==> src/rtl/truth_table_sweeper_pkg.sv <==
// Shared widths, FSM encoding and capture payload for the truth-table sweeper.
package truth_table_sweeper_pkg;

    localparam int unsigned NUM_PATTERNS = 16;
    localparam int unsigned PAT_W        = 4;
    localparam int unsigned CNT_W        = 8;
    localparam int unsigned ONES_W       = 5;

    localparam logic [PAT_W-1:0] LAST_PATTERN = PAT_W'(NUM_PATTERNS - 1);

    typedef enum logic [1:0] {
        ST_IDLE = 2'd0,
        ST_RUN  = 2'd1,
        ST_DONE = 2'd2
    } state_e;

    // Captured result: truth table bits plus running count of ones.
    typedef struct packed {
        logic [NUM_PATTERNS-1:0] bits;
        logic [ONES_W-1:0]       ones;
    } capture_t;

endpackage

==> src/rtl/truth_table_sweeper_dwell_counter.sv <==
// Dwell timer: counts 0..DWELL-1 while enabled and flags the last cycle of a dwell.
module truth_table_sweeper_dwell_counter
    import truth_table_sweeper_pkg::*;
#(
    parameter int unsigned DWELL = 4
) (
    input  logic clk,
    input  logic reset,
    input  logic clear_i,
    input  logic en_i,
    output logic tc_c_o
);

    localparam logic [CNT_W-1:0] LAST_CNT = CNT_W'(DWELL - 1);

    logic [CNT_W-1:0] cnt_q;
    logic [CNT_W-1:0] cnt_d;

    assign tc_c_o = (cnt_q == LAST_CNT);

    always_comb begin
        cnt_d = cnt_q;
        if (clear_i) begin
            cnt_d = '0;
        end else if (en_i) begin
            cnt_d = tc_c_o ? '0 : cnt_q + CNT_W'(1);
        end
    end

    always_ff @(posedge clk) begin
        if (reset) begin
            cnt_q <= '0;
        end else begin
            cnt_q <= cnt_d;
        end
    end

endmodule

==> src/rtl/truth_table_sweeper.sv <==
// Drives all 16 {A,B,C,D} patterns with a programmable dwell and captures F into a truth table.
module truth_table_sweeper
    import truth_table_sweeper_pkg::*;
#(
    parameter int unsigned DWELL = 4
) (
    input  logic                    clk,
    input  logic                    reset,
    input  logic                    start,
    input  logic                    f_in,
    output logic                    A,
    output logic                    B,
    output logic                    C,
    output logic                    D,
    output logic                    busy,
    output logic                    done,
    output logic [NUM_PATTERNS-1:0] table_out,
    output logic [ONES_W-1:0]       ones_count
);

    state_e           state_q, state_d;
    logic [PAT_W-1:0] idx_q, idx_d;
    capture_t         cap_q, cap_d;
    logic             busy_q, busy_d;
    logic             done_q, done_d;
    logic             cnt_clr;
    logic             cnt_en;
    logic             dwell_end_c;

    truth_table_sweeper_dwell_counter #(
        .DWELL (DWELL)
    ) u_dwell (
        .clk     (clk),
        .reset   (reset),
        .clear_i (cnt_clr),
        .en_i    (cnt_en),
        .tc_c_o  (dwell_end_c)
    );

    // Next-state and datapath update; F is sampled on the last cycle of each dwell.
    always_comb begin
        state_d = state_q;
        idx_d   = idx_q;
        cap_d   = cap_q;
        busy_d  = 1'b0;
        done_d  = 1'b0;
        cnt_clr = 1'b0;
        cnt_en  = 1'b0;
        unique case (state_q)
            ST_IDLE: begin
                if (start) begin
                    state_d = ST_RUN;
                    idx_d   = '0;
                    cap_d   = '0;
                    busy_d  = 1'b1;
                    cnt_clr = 1'b1;
                end
            end
            ST_RUN: begin
                busy_d = 1'b1;
                cnt_en = 1'b1;
                if (dwell_end_c) begin
                    cap_d.bits[idx_q] = f_in;
                    cap_d.ones        = cap_q.ones + ONES_W'(f_in);
                    idx_d             = idx_q + PAT_W'(1);
                    if (idx_q == LAST_PATTERN) begin
                        state_d = ST_DONE;
                        busy_d  = 1'b0;
                        done_d  = 1'b1;
                    end
                end
            end
            ST_DONE: begin
                state_d = ST_IDLE;
            end
            default: begin
                state_d = ST_IDLE;
            end
        endcase
    end

    always_ff @(posedge clk) begin
        if (reset) begin
            state_q <= ST_IDLE;
            idx_q   <= '0;
            cap_q   <= '0;
            busy_q  <= 1'b0;
            done_q  <= 1'b0;
        end else begin
            state_q <= state_d;
            idx_q   <= idx_d;
            cap_q   <= cap_d;
            busy_q  <= busy_d;
            done_q  <= done_d;
        end
    end

    assign {A, B, C, D} = idx_q;
    assign busy         = busy_q;
    assign done         = done_q;
    assign table_out    = cap_q.bits;
    assign ones_count   = cap_q.ones;

endmodule
==> config.mk <==
export PLATFORM = sky130hd
export DESIGN_NAME = truth_table_sweeper
export DESIGN_NICKNAME = d
export VERILOG_FILES = /design/src/rtl/truth_table_sweeper_pkg.sv /design/src/rtl/truth_table_sweeper_dwell_counter.sv /design/src/rtl/truth_table_sweeper.sv
export SDC_FILE = /design/constraint.sdc
export NUM_CORES = 1
export LEC_CHECK = 0
export BUFFER_PORTS_ARGS = -buffer_cell sky130_fd_sc_hd__clkbuf_2
export CAP_MARGIN = 20
export CORE_ASPECT_RATIO = 2
export CORE_UTILIZATION = 39
export DETAILED_ROUTE_END_ITERATION = 16
export PLACE_DENSITY = 0.64
export SLEW_MARGIN = 20
export SYNTH_ARGS = -nofsm -noshare
export SYNTH_HDL_FRONTEND = slang
export SYNTH_SLANG_ARGS = --single-unit
==> constraint.sdc <==
create_clock -name clk -period 2.24 [get_ports clk]
set_clock_uncertainty 0.1 [all_clocks]
set_input_delay 0.112 -clock clk [delete_from_list [all_inputs] [get_ports clk]]
set_output_delay 0.112 -clock clk [all_outputs]
set_load 0.02 [all_outputs]
Word level (Yosys, flattened, before mapping)

Cells that the tools add are included.

Bitwise operators: 2
Muxes and demuxes: 21
Add/subtract/negate cells: 3
Equal/unequal tests: 6
Reductions and logical operators: 7
$lt $le $gt $ge: 2

Operators by type and width:

| operator              | number |
|---|---|
| $mux W21              | 2 |
| $pmux W21 S2          | 1 |
| $bwmux W16            | 1 |
| $add A8 B1 Y8 const B | 1 |
| $eq A8 B2 Y1 const B  | 1 |
| $mux W4               | 2 |
| $mux W8               | 1 |
| $pmux W4 S2           | 1 |
| $mux W1               | 7 |
| $mux W2               | 3 |
| $reduce_and A3 Y1     | 2 |
| $add A5 B1 Y5         | 1 |
| $lt A4 B5 Y1 const B  | 1 |
| $add A4 B1 Y4 const B | 1 |
| $demux W1 S4          | 1 |
| $eq A4 B4 Y1 const B  | 1 |
| $ge A4 B1 Y1 const B  | 1 |
| $ne A2 B2 Y1 const B  | 2 |
| $pmux W2 S2           | 1 |
| $reduce_or A3 Y1      | 1 |
| $eq A2 B1 Y1 const B  | 1 |
| $logic_not A2 Y1      | 1 |
| $ne A2 B1 Y1 const B  | 1 |
| $not A1 Y1            | 2 |
| other kinds (4)       | 4 |

Bits in registers: 37
Input port bits: 4
Logic and storage cells: 48

Longest topological paths before layout

Depth after elaboration: 7
Gate-level depth with buffers: 7
Depth with buffers taken out: 6

Hierarchy

A second synthesis with hierarchy kept.

Cells, all modules: 203
Area, all modules: 1861.8 um^2

Modules (own cells, without submodules):

| module                            | instances | sequential area each (um^2) | area an instance (um^2) | cells each |
|---|---|---|---|---|
| truth_table_sweeper               | 1         | 580.6                       | 1451.4                  | 158 |
| truth_table_sweeper_dwell_counter | 1         | 160.2                       | 410.4                   | 45 |

Least setup slack after synthesis

Ideal clock, no wire load.

Path kind: register -> register
From: reg u_dwell.cnt_q[0]
To: reg cap_q (netlist bit table_out[12])
Slack: 358 ps
Cell stages (with the launch flop): 7
Clock period less this slack: 1882 ps
Data required time: 2019 ps
Arrival time: 1661 ps
Buffers on the path: 1
Path through: dfxtp_1 > ha_1 > or4b_4 > nor3_2 > buf_4 > nand4_1 > mux2i_1

Longest elaborated chain between the ends: 3

Ends and longest elaborated chain:

| element                            | RTL line                                | text |
|---|---|---|
| start, declared                    | truth_table_sweeper_dwell_counter.sv:16 | `logic [CNT_W-1:0] cnt_q;` |
| start signal, assigned             | truth_table_sweeper_dwell_counter.sv:34 | `cnt_q <= cnt_d;` |
| $eq A8 B2 Y1                       | truth_table_sweeper_dwell_counter.sv:19 | `assign tc_c_o = (cnt_q == LAST_CNT);` |
| $ne A2 B1 Y1 (no source line)      | n/a                                     |  |
| $reduce_and A3 Y1 (no source line) | n/a                                     |  |
| end signal, assigned               | truth_table_sweeper.sv:92               | `cap_q <= cap_d;` |
| end, declared                      | truth_table_sweeper.sv:23               | `capture_t cap_q, cap_d;` |

Every way passes these cells.
A chain may end at the register's enable or synchronous reset.

Worst setup path in the final report

From: reg u_dwell.cnt_q[1]
To: reg cap_q (netlist bit table_out[5])

Same word-level chain as after synthesis.

==> run summary <==
Top_reg_cell synth = dfxtp_1
Rows = 34
Commonest non-fill, non-tap cells in the layout = dfxtp_1 (37), clkbuf_2 (30), nor2_1 (22)
Final Hold Fails = 0
FILL cells = 462
Max_cap viols = 0
Final Max Slew Viols = 0
Pin count of the biggest net entering global routing = 19
Initial Utilization = 41.2%
Post-Syn Nets = 219
CP top delay family = simple AND/OR/NAND/NOR gates
Gr usage total = 20.8%
Setup TNS = 0 ns
Grt ovf = 0
Worst-Margin Slew = 0.581 ns
Ant diodes = 0
Hold Crit Class = in2reg
Initial antenna violation count = 0
Synthesized area = 1820 µm²
Unique cell type count in the Yosys netlist = 38
VDD IR max = 0.000397 V
Commonest non-fill, non-tap cell in the layout = dfxtp_1
Storage cell area = 741 µm²
Leak pwr = 0.817 nW
Clock Tree Buf Depth = 2
I/O pin total = 31
H-tree levels = 2
Outcome = completed
Cts bufs inserted = 5
Final design utilization = 48.1%
Die H = 98.7 µm
Fmax = 0.493 GHz
ANT nets after route = 0
Layout cells sized above 1 = 20.3%
Drt total wl = 4.72 mm
WL per Instance = 16.0 µm
Yosys reg bits = 37
Rel. slew slack = 61.2%
Layout overhead on the synthesized area = 16.7%
WHS = 0.0511 ns
Worst-Skew Late Latency = 0.29 ns
Post-synth EDFFs = 0
First-pass GRT wire length = 7.87 mm
Post-Place Worst Slack = 0.235 ns
PnR worst setup slack = 0.211 ns
Slowest stage delay, CP = 0.52 ns
I/O Buffers = 30
Reg2reg start = u_dwell.cnt_q[1]
Register area share after synthesis = 40.6%
DR vias = 1717
Crit path buf inv count = 0
Hold path start = f_in
Worst-path cell chain = ha_1 -> or4b_4 -> nor2_1 -> a221oi_1 -> a211oi_1
Warnings from Yosys = 0
Max FO, Critical Path = 5
Iter 0 DRT Violations = 53
Drt drc = 0
Postcts setup bufs = 0
Vias in the first global route = 1705
Worst-path clk slew = 0.07 ns
Root Buffer = clkbuf_8
Crit path kind = reg2reg
Element type at the critical path start = flip-flop
Final Wtd Congestion = 0.861
DR pass1 iterations = 4
Crit. Startpoint = u_dwell.cnt_q[1]
Power Dens Cells = 571 nW/µm²
Hold Buf Count CTS = 0
Die W = 50.3 µm
Ys async rst share = 0%
Via density = 5.82
Synth Instances = 208
Post-CTS sizing = 0
Tcrit/Tclk final = 90.6%
Synthesized area per cell = 8.76 µm²
HPWL Detailed = 3.42 mm
WP data required = 2.34 ns
Total Nets Final = 252
Final setup violation count = 0
Slowest CP cell = or4b_4
WP data arrival = 2.13 ns
Area of the multi-input gates = 1000 µm²
Worst Setup End Kind = flip-flop
Die ar. = 4970 µm²
CTS tree = yes
CTS sink count = 37
Final Critical Period = 2.03 ns
Core area = 4420 µm²
RSZ-0062 raised after global routing = false
[cells in the mapped netlist, drive strengths merged (6+ instances only)]
| cell type | count | area (µm²) |
|---|---|---|
| nand4 | 10 | 62.6 |
| and3 | 7 | 43.8 |
| nor2 | 22 | 82.6 |
| nand2 | 12 | 45.0 |
| inv | 7 | 26.3 |
| a211oi | 6 | 45.0 |
| clkbuf | 7 | 28.8 |
| a21oi | 9 | 45.0 |
| dfxtp | 37 | 741 |
| a221oi | 10 | 87.6 |
| nor3 | 7 | 40.0 |
| nand3 | 13 | 65.1 |
| xnor2 | 6 | 52.6 |
| ha | 7 | 87.6 |
| o21ai | 6 | 30.0 |
[metal layers]
metal / share of wire, % / track usage [%] / wire length [µm]
met5: 0 / 0 / 0
met4: 2.2 / 14.7 / 104
met3: 4.2 / 4.48 / 198
met2: 55 / 36.0 / 2580
met1: 39 / 21.1 / 1850
[worst paths after layout]
kind	to	slack, ns	cells after the start
setup / recovery	table_out[5]	0.21	5
hold / removal	table_out[6]	0.05	3
setup reg to reg	table_out[5]	0.21	5
hold reg to reg	table_out[12]	0.36	2
[layout make-up]
cell class | count | share of cell area (%)
clock buffer | 7 | 4.06
inverter | 7 | 1.23
multi-input combinational | 153 | 47.2
sequential | 37 | 34.8
tap | 54 | 3.17
timing repair buffer | 37 | 9.52
[tightest hold or removal path, stage by stage]
cell	delay [ns]
clkbuf_2	0.13
nand4_1	0.09
a21oi_1	0.06
[registers in the layout, indices dropped and copies added (netlist names)]
| name | flops |
|---|---|
| table_out | 16 |
| u_dwell.cnt_q | 8 |
| ones_count | 5 |
| idx_q | 4 |
| state_q | 2 |
| busy | 1 |
| done | 1 |
[power by group]
part	switching (mW)	leakage (nW)	internal (mW)	total, mW
combinational	0.0528	0.474	0.0241	0.0768
clock	0.226	0.0443	0.244	0.470
sequential	0.00488	0.299	0.663	0.668
[logic make-up (layout without fill, tap and decap cells)]
group,count (synthesis),count (layout),share of synthesized area (%)
buf+inv,18,51,4.26
compound gates,37,37,14.1
xor+xnor,10,10,4.80
mux,5,5,2.75
fa+ha+maj,7,7,4.80
simple gates,94,94,28.7
flops,37,37,40.6
[stage by stage]
| step | power, mW | instances | area, µm² |
|---|---|---|---|
| finish | 1.22 | 295 | 2130 |
| global route | 1.27 | 295 | 2130 |
| CTS | 1.23 | 295 | 2130 |
| detailed placement | 0.759 | 288 | 2040 |
| global placement | 0.759 | 288 | 2040 |
| floorplan | 0.733 | 208 | 1820 |
Note: power is estimated with default switching activity, not from simulation.
